File: src/rtl/fetch_unit.sv
`timescale 1ns/1ps
// -----------------------------------------------------------------------------
// fetch_unit: instruction-fetch stage and producer side of the IF/ID register.
//
// Holds the PC and issues one-outstanding, level-held requests to a
// multi-cycle instruction memory. Buffers the returned instruction and presents
// it to IF/ID as {instruction, PC+2, flush}. Obeys the hazard-unit stall
// (stall_n). Applies ID-stage redirects, which squash any in-flight fetch by
// draining the stale response. Parks in HALT on an HLT opcode.
//
// Optional build macro FETCH_PERF_EN adds two saturating performance counters:
//   perf_fetched : instructions consumed by IF/ID
//   perf_bubbles : IF/ID write cycles that captured a bubble
// -----------------------------------------------------------------------------
module fetch_unit #(
  parameter logic [15:0] RESET_PC   = 16'h0000,
  parameter logic [3:0]  HLT_OPCODE = 4'hF,
  parameter logic [15:0] NOP_INSTR  = 16'h0000
) (
  input  logic        clk,
  input  logic        rst,
  input  logic        stall_n,
  input  logic        branch_taken,
  input  logic [15:0] branch_target,
  output logic        imem_req,
  output logic [15:0] imem_addr,
  input  logic [15:0] imem_rdata,
  input  logic        imem_valid,
  output logic [15:0] fetch_instr,
  output logic [15:0] fetch_pc,
  output logic        fetch_flush,
  output logic        halted
`ifdef FETCH_PERF_EN
  ,
  output logic [15:0] perf_fetched,
  output logic [15:0] perf_bubbles
`endif
);

  // FETCH: request outstanding at pc.
  // HOLD : instruction buffered for IF/ID.
  // DRAIN: squashed request still in flight.
  // HALT : parked.
  typedef enum logic [1:0] {
    S_FETCH = 2'd0,
    S_HOLD  = 2'd1,
    S_DRAIN = 2'd2,
    S_HALT  = 2'd3
  } state_t;

  state_t      state_q,      state_d;
  logic [15:0] pc_q,         pc_d;
  logic [15:0] req_addr_q,   req_addr_d;
  logic [15:0] ibuf_q,       ibuf_d;
  logic [15:0] ibuf_pc_q,    ibuf_pc_d;
  logic        ibuf_valid_q, ibuf_valid_d;

  // Next-state and datapath update; a redirect outranks stall, response and HLT.
  always_comb begin
    // NOTE: every _d gets a hold-value default first, so no path through the
    // case below can leave a signal unassigned and infer a latch.
    state_d      = state_q;
    pc_d         = pc_q;
    req_addr_d   = req_addr_q;
    ibuf_d       = ibuf_q;
    ibuf_pc_d    = ibuf_pc_q;
    ibuf_valid_d = ibuf_valid_q;

    unique case (state_q)
      S_FETCH: begin
        // Remember the address on the bus in case a redirect forces a drain.
        req_addr_d = pc_q;
        if (branch_taken) begin
          pc_d         = branch_target;
          ibuf_valid_d = 1'b0;
          // A response landing in the same cycle closes the request at once.
          state_d      = imem_valid ? S_FETCH : S_DRAIN;
        end else if (imem_valid) begin
          ibuf_d       = imem_rdata;
          ibuf_pc_d    = pc_q;
          ibuf_valid_d = 1'b1;
          pc_d         = pc_q + 16'd2;
          state_d      = S_HOLD;
        end
      end

      S_HOLD: begin
        if (branch_taken) begin
          // A squash wins even while IF/ID is stalled, and it kills a buffered HLT.
          pc_d         = branch_target;
          ibuf_valid_d = 1'b0;
          state_d      = S_FETCH;
        end else if (stall_n) begin
          ibuf_valid_d = 1'b0;
          state_d      = (ibuf_q[15:12] == HLT_OPCODE) ? S_HALT : S_FETCH;
        end
      end

      S_DRAIN: begin
        if (branch_taken) begin
          // Later redirects just retarget; the stale request still has to finish.
          pc_d    = branch_target;
          state_d = imem_valid ? S_FETCH : S_DRAIN;
        end else if (imem_valid) begin
          state_d = S_FETCH;
        end
      end

      S_HALT: begin
        // Absorbing: only rst leaves this state; redirects are ignored.
        ibuf_valid_d = 1'b0;
      end

      default: begin
        state_d      = S_FETCH;
        ibuf_valid_d = 1'b0;
      end
    endcase
  end

  // State registers with synchronous reset.
  always_ff @(posedge clk) begin
    // NOTE: state is updated with non-blocking assignments so every register
    // samples the same pre-edge values regardless of statement order.
    if (rst) begin
      state_q      <= S_FETCH;
      pc_q         <= RESET_PC;
      ibuf_valid_q <= 1'b0;
      // NOTE: only ibuf_valid matters functionally here; the datapath is reset
      // as well so nothing downstream ever observes X after reset.
      req_addr_q   <= 16'h0000;
      ibuf_q       <= NOP_INSTR;
      ibuf_pc_q    <= 16'h0000;
    end else begin
      state_q      <= state_d;
      pc_q         <= pc_d;
      req_addr_q   <= req_addr_d;
      ibuf_q       <= ibuf_d;
      ibuf_pc_q    <= ibuf_pc_d;
      ibuf_valid_q <= ibuf_valid_d;
    end
  end

  // Memory interface: request is level-held in FETCH and DRAIN, masked during reset.
  always_comb begin
    imem_req  = ~rst & ((state_q == S_FETCH) | (state_q == S_DRAIN));
    imem_addr = (state_q == S_DRAIN) ? req_addr_q : pc_q;
  end

  // IF/ID presentation: a bubble whenever nothing valid is buffered.
  always_comb begin
    fetch_instr = ibuf_valid_q ? ibuf_q : NOP_INSTR;
    fetch_pc    = ibuf_valid_q ? (ibuf_pc_q + 16'd2) : 16'h0000;
    fetch_flush = ~ibuf_valid_q;
    halted      = (state_q == S_HALT);
  end

`ifdef FETCH_PERF_EN
  logic        consume;
  logic        bubble;
  logic [15:0] perf_fetched_q;
  logic [15:0] perf_bubbles_q;

  assign consume = (state_q == S_HOLD) & stall_n & ~branch_taken;
  assign bubble  = stall_n & ~ibuf_valid_q;

  // Saturating counters of consumed instructions and captured bubbles.
  always_ff @(posedge clk) begin
    if (rst) begin
      perf_fetched_q <= 16'h0000;
      perf_bubbles_q <= 16'h0000;
    end else begin
      if (consume && (perf_fetched_q != 16'hFFFF)) perf_fetched_q <= perf_fetched_q + 16'd1;
      if (bubble  && (perf_bubbles_q != 16'hFFFF)) perf_bubbles_q <= perf_bubbles_q + 16'd1;
    end
  end

  assign perf_fetched = perf_fetched_q;
  assign perf_bubbles = perf_bubbles_q;
`endif

endmodule

File: config.mk
export PLATFORM = sky130hd
export DESIGN_NAME = fetch_unit
export DESIGN_NICKNAME = d
export VERILOG_FILES = /design/src/rtl/fetch_unit.sv
export SDC_FILE = /design/constraint.sdc
export NUM_CORES = 1
export LEC_CHECK = 0
export CORE_MARGIN = 3
export CORE_UTILIZATION = 45
export DETAILED_ROUTE_END_ITERATION = 7
export PLACE_DENSITY = 0.74
export SLEW_MARGIN = 20
export SYNTH_ARGS = -nofsm -noshare
export SYNTH_HDL_FRONTEND = slang
export SYNTH_SLANG_ARGS = --single-unit
File: constraint.sdc
create_clock -name clk -period 3 [get_ports clk]
set_input_delay 0.3 -clock clk [delete_from_list [all_inputs] [get_ports clk]]
set_output_delay 0.3 -clock clk [all_outputs]
set_load 0.05 [all_outputs]
==> results of run 1 <==
layer usage:
metal | track usage (%) | vias to the layer above
li1 | - | 1746
met1 | 26.9 | 1604
met2 | 35.3 | 100
met3 | 3.75 | 9
met4 | 5.57 | 0
met5 | 0 | -
where the power goes:
group          internal (mW)  switching, mW
clock network          0.405          0.351
registers              0.973          0.108
logic                  0.326          0.505
total                   1.70          0.963
metrics by stage:
| step | cell area, µm² | setup WS, ns |
|---|---|---|
| after floorplan | 3650 | 0.701 |
| after global placement | 4540 | 0.398 |
| after detailed placement | 4540 | 0.355 |
| after CTS | 4740 | 0.0741 |
| after global routing | 4750 | 0.0000828 |
| final | 4750 | 0.207 |
cell usage after synthesis, drive strengths merged, types with 2 or more instances:
| master | count |
|---|---|
| nand2 | 87 |
| o21ai | 23 |
| o311a | 2 |
| nand2b | 4 |
| inv | 9 |
| a22oi | 5 |
| o22ai | 2 |
| a211oi | 2 |
| a211o | 2 |
| nand4 | 13 |
| mux2i | 19 |
| or2 | 2 |
| dfxtp | 67 |
| o221ai | 3 |
| o21bai | 2 |
| or3 | 7 |
| clkbuf | 19 |
| ha | 7 |
| nand3 | 8 |
| nor3 | 7 |
| nor4 | 8 |
| a311oi | 2 |
| and3 | 2 |
| nor2 | 39 |
| and2 | 21 |
| mux2 | 13 |
| xor2 | 3 |
| nor2b | 2 |
| a21o | 2 |
| xnor2 | 6 |
| a21oi | 50 |
| buf | 16 |
sequential cells by signal, indices dropped and copies added, names as in the netlist:
signal,flops
state_q,2
ibuf_q,16
ibuf_valid_q,1
ibuf_pc_q,16
pc_q,16
req_addr_q,16
critical path, stage by stage, from the launching register on:
cell	delay, ns
dfxtp_1	0.37
ha_1	0.21
and2_1	0.23
nand2_1	0.08
or3_1	0.31
a21oi_1	0.15
clkdlybuf4s50_1	0.81
layout make-up:
type	count	area share (%)
clock buffers	10	2.90
clock inverters	6	1.37
inverters	10	0.791
multi-input cells	351	44.1
flip-flops and latches	67	28.3
well taps	102	2.69
repair buffers	97	19.9
kinds of logic after synthesis:
kind of cell	count (synthesis)
simple gates	203
buf+inv	45
mux	32
fa+ha+maj	7
compound gates	100
flops	67
xor+xnor	9
repair_timing:
item / CTS / global route
gates resized for setup: 1 / 1
setup endpoints to repair: 6 / 1
hold buffers: 0 / 0
worst paths after layout:
path,slack (ns),end,start
setup / recovery,0.21,fetch_pc[9],ibuf_pc_q[1]
hold / removal,0.45,ibuf_q[11],ibuf_q[11]
setup reg to reg,0.77,pc_q[7],state_q[0]
hold reg to reg,0.45,ibuf_q[11],ibuf_q[11]
==> impl_metrics.json, run 1 <==
{
  "coreArea_um2": 7810,
  "post-route-period-util_pct": 93.1,
  "instances_no_fill": 643,
  "via_per_inst": 5.38,
  "grt_max_degree": 67,
  "clkLatencyLatePin_ns": 0.34,
  "syn2layout_area_growth_pct": 30.2,
  "whs_ns": 0.453,
  "avgSynthCellArea_um2": 7.87,
  "finalPower_mw": 2.67,
  "yosys-mux-area-fraction_pct": 9.23,
  "io_buffer_count": 87,
  "p_per_area_nw_per_um2": 562,
  "fill_cells": 745,
  "first_pass_iters": 6,
  "cts_sinks": 67,
  "final_util_pct": 60.8,
  "clk_pin_slew_ns": 0.07,
  "cp-start-kind": "register",
  "max_freq_ghz": 0.358,
  "ys_async_sr_fraction_pct": 0,
  "die_w_um": 96.0,
  "num_vias": 3459,
  "met1_length_um": 4110,
  "clock_skew_ns": 0.0102,
  "synth_area_leader_cell": "dfxtp_1",
  "clk_path_buf_depth": 2,
  "postCtsSetupBuffers": 0,
  "dp_hpwl_um": 6630,
  "met3_length_um": 400,
  "gp_congestion": 0.831,
  "regArea_um2": 1340,
  "layout_commonest_cell": "nand2_1",
  "outcome": "complete, no violations",
  "synthAdderAreaFrac_pct": 2.40,
  "ys_ff_latch": 67,
  "synth_cell_types": 55,
  "rsz0062_at_grt": "false",
  "yosys-top-cells-area": "dfxtp_1, nand2_1, a21oi_1, mux2i_1, mux2_2",
  "antenna_cells": 0,
  "cts_buffers": 9,
  "grt_pass1_wl_um": 15300,
  "rows": 32,
  "die_area_um2": 9220,
  "setup_tns_ns": 0,
  "routed_wl_um": 9090,
  "wl_met2_um": 4470,
  "synth_edf_count": 0,
  "highest_layer": "met4",
  "synth-simple-area-share_pct": 27.3,
  "hold_path_class": "reg -> reg",
  "hold_violations": 0,
  "io_pins": 88,
  "synth_ff_type": "dfxtp_1",
  "cts_root_buf": "clkbuf_8",
  "crit_type": "reg -> out",
  "ys_warn_count": 0,
  "drcViolationCount": 0,
  "worstPathArrival_ns": 2.49,
  "synth_top_family_by_area": "simple AND/OR/NAND/NOR gates",
  "crit_required_ns": 2.70,
  "drv_cap": 0,
  "synth-seq-area-share_pct": 36.8,
  "worst_pin_slew_ns": 0.724,
  "syn_nets": 507,
  "fin_crit_ns": 2.79,
  "htree_levels": 3,
  "start_util_pct": 46.7,
  "slew_violations": 0,
  "syn_inst": 463,
  "synth_compound_area_share_pct": 16.2,
  "vdd_drop_max_uv": 519,
  "p_leak_nw": 1.73,
  "mostFrequentLayoutCells": "nand2_1, clkdlybuf4s50_1, dfxtp_1",
  "yosysTopAreaCellShare_pct": 36.8,
  "fin_nets": 580,
  "fp.dieH_um": 96.0,
  "routedWlPerCell_um": 14.1,
  "grt_pass1_vias": 3275,
  "slew-limit-headroom_pct": 51.8,
  "path_max_fanout": 5,
  "setup_violations": 0,
  "ant_nets": 0,
  "drt_iter0_drc": 306,
  "antenna_found_initial": 0,
  "overflow": 0,
  "cp-end-kind": "primary output",
  "cts_tree": "done",
  "worstRegToRegCells": 6,
  "dp_cells": 627,
  "mappedNetlistArea_um2": 3650,
  "min_path_cells": 2,
  "track_usage_pct": 20.7,
  "multi_input_area_um2": 2090,
  "drive_above_1_share_pct": 9.43,
  "synth_xor_area_share_pct": 2.16
}
Note: power is estimated with default switching activity, not from simulation.
==> run 2, diff against run 1 <==
--- a/config.mk
+++ b/config.mk
@@ -8,7 +8,7 @@
 export CORE_MARGIN = 3
 export CORE_UTILIZATION = 45
 export DETAILED_ROUTE_END_ITERATION = 7
-export PLACE_DENSITY = 0.74
+export PLACE_DENSITY = 0.76
 export SLEW_MARGIN = 20
 export SYNTH_ARGS = -nofsm -noshare
 export SYNTH_HDL_FRONTEND = slang
==> constraint.sdc (replaced) <==
create_clock -name clk -period 2.3 [get_ports clk]
set_input_delay 0.23 -clock clk [delete_from_list [all_inputs] [get_ports clk]]
set_output_delay 0.23 -clock clk [all_outputs]
set_load 0.05 [all_outputs]
==> impl_metrics.json, run 2 (synthesized netlist as in run 1, its figures left out) <==
{
  "outcome": "complete, no violations",
  "clk_path_buf_depth": 2,
  "path_max_fanout": 5,
  "cts_root_buf": "clkbuf_8",
  "hold_path_class": "in -> reg",
  "drcViolationCount": 0,
  "cp-startpoint": "ibuf_pc_q[1]",
  "dp_cells": 633,
  "io_pins": 88,
  "grt_pass1_vias": 3372,
  "gp_congestion": 0.847,
  "setup_violations": 0,
  "overflow": 0,
  "layout_commonest_cell": "nand2_1",
  "cp-end-kind": "primary output",
  "syn2layout_area_growth_pct": 32.6,
  "fin_crit_ns": 2.18,
  "worst_pin_slew_ns": 0.587,
  "p_per_area_nw_per_um2": 713,
  "instances_no_fill": 649,
  "drive_above_1_share_pct": 17.2,
  "clock_skew_ns": 0.00621,
  "routed_wl_um": 9730,
  "finalPower_mw": 3.45,
  "crit_type": "reg -> out",
  "cp-start-kind": "register",
  "num_vias": 3519,
  "critical_path.max_stage_delay_ns": 0.39,
  "slew_violations": 0,
  "grt_pass1_wl_um": 15700,
  "crit_chain": "ha_2, and2_2, nand4_1, or3_1, a21oi_2, buf_12",
  "die_area_um2": 9220,
  "dp_hpwl_um": 7140,
  "worstPathArrival_ns": 1.95,
  "hold_violations": 0,
  "mostFrequentLayoutCells": "nand2_1, dfxtp_1, clkdlybuf4s50_1",
  "fp.dieH_um": 96.0,
  "p_leak_nw": 1.83,
  "antenna_found_initial": 0,
  "coreArea_um2": 7810,
  "whs_ns": 0.156,
  "start_util_pct": 46.7,
  "via_per_inst": 5.42,
  "clk_pin_slew_ns": 0.07,
  "cts_buffers": 9,
  "routedWlPerCell_um": 15.0,
  "crit_required_ns": 2.07,
  "vdd_drop_max_uv": 572,
  "cts_tree": "done",
  "drt_iter0_drc": 314,
  "io_buffer_count": 87,
  "cp_slowest_cell": "dfxtp_1",
  "drv_cap": 0,
  "post-route-period-util_pct": 94.9,
  "grt_max_degree": 47,
  "slew-limit-headroom_pct": 60.9,
  "die_w_um": 96.0,
  "clkLatencyLatePin_ns": 0.34,
  "r2r_start": "state_q[0]",
  "cts_sinks": 67,
  "max_freq_ghz": 0.458,
  "ant_nets": 0,
  "htree_levels": 3,
  "rows": 32,
  "track_usage_pct": 21.7,
  "first_pass_iters": 5,
  "antenna_cells": 0,
  "min_from": "rst",
  "fin_nets": 586,
  "cts_hold_buf": 0
}
run 2: changes by cell type in the layout (fill, tap and decap cells not counted), moves of 2 or more:
cell             change
clkinvlp_4           -2
dfxtp_1              -4
buf_4               +28
buf_12              +10
clkdlybuf4s50_1     -31
dfxtp_2              +4
run 2: cell type report:
class | instances | area [µm²]
inverters | 10 | 37.5
repair buffers | 103 | 1030
fillers | 712 | 2970
clock inverters | 4 | 25.0
well taps | 102 | 128
clock buffers | 12 | 155
flip-flops and latches | 67 | 1350
multi-input cells | 351 | 2110
run 2: worst max-delay path, delay by kind of cell (launching register included):
| family | cells | cell delay (ns) |
|---|---|---|
| fa+ha+maj | 1 | 0.23 |
| buf+inv | 1 | 0.16 |
| compound gates | 1 | 0.20 |
| flops | 1 | 0.39 |
| simple gates | 3 | 0.64 |
run 2: metrics by stage:
step                      setup WS (ns)  util (%)  TNS [ns]  cell area, µm²
after floorplan                  0.0709         -         0            3650
after global placement            0.348      59.3         0            4630
after detailed placement          0.228      59.3         0            4630
after CTS                        0.0587      61.7         0            4820
after global routing           -0.00436      61.9  -0.00436            4830
final                             0.117      61.9         0            4830
run 2: path summary, 6_finish.rpt:
path,to,slack (ns),depth (start not counted)
max,fetch_pc[15],0.12,6
min,pc_q[5],0.16,2
max reg2reg,state_q[0],0.21,5
min reg2reg,ibuf_q[5],0.45,2
run 2: routing by layer:
layer,share of wire [%],vias to the layer above,track usage [%]
met5,0,-,0
met4,2.0,0,9.83
met3,5.5,19,4.69
met2,49,115,35.6
met1,43,1627,27.0
li1,-,1758,-
run 2: where the power goes:
group          leakage [nW]  internal [mW]  switching [mW]  total (mW)
combinational          1.19          0.452           0.673        1.12
clock                0.0884          0.447           0.458       0.905
sequential            0.548           1.27           0.146        1.42
total                  1.83           2.17            1.28        3.45
run 2: repair_timing:
item                       4_1_cts  5_1_grt
gates resized for setup          3        6
setup buffers                    0        0
pin swaps                        0        1
setup endpoints to repair        4        3
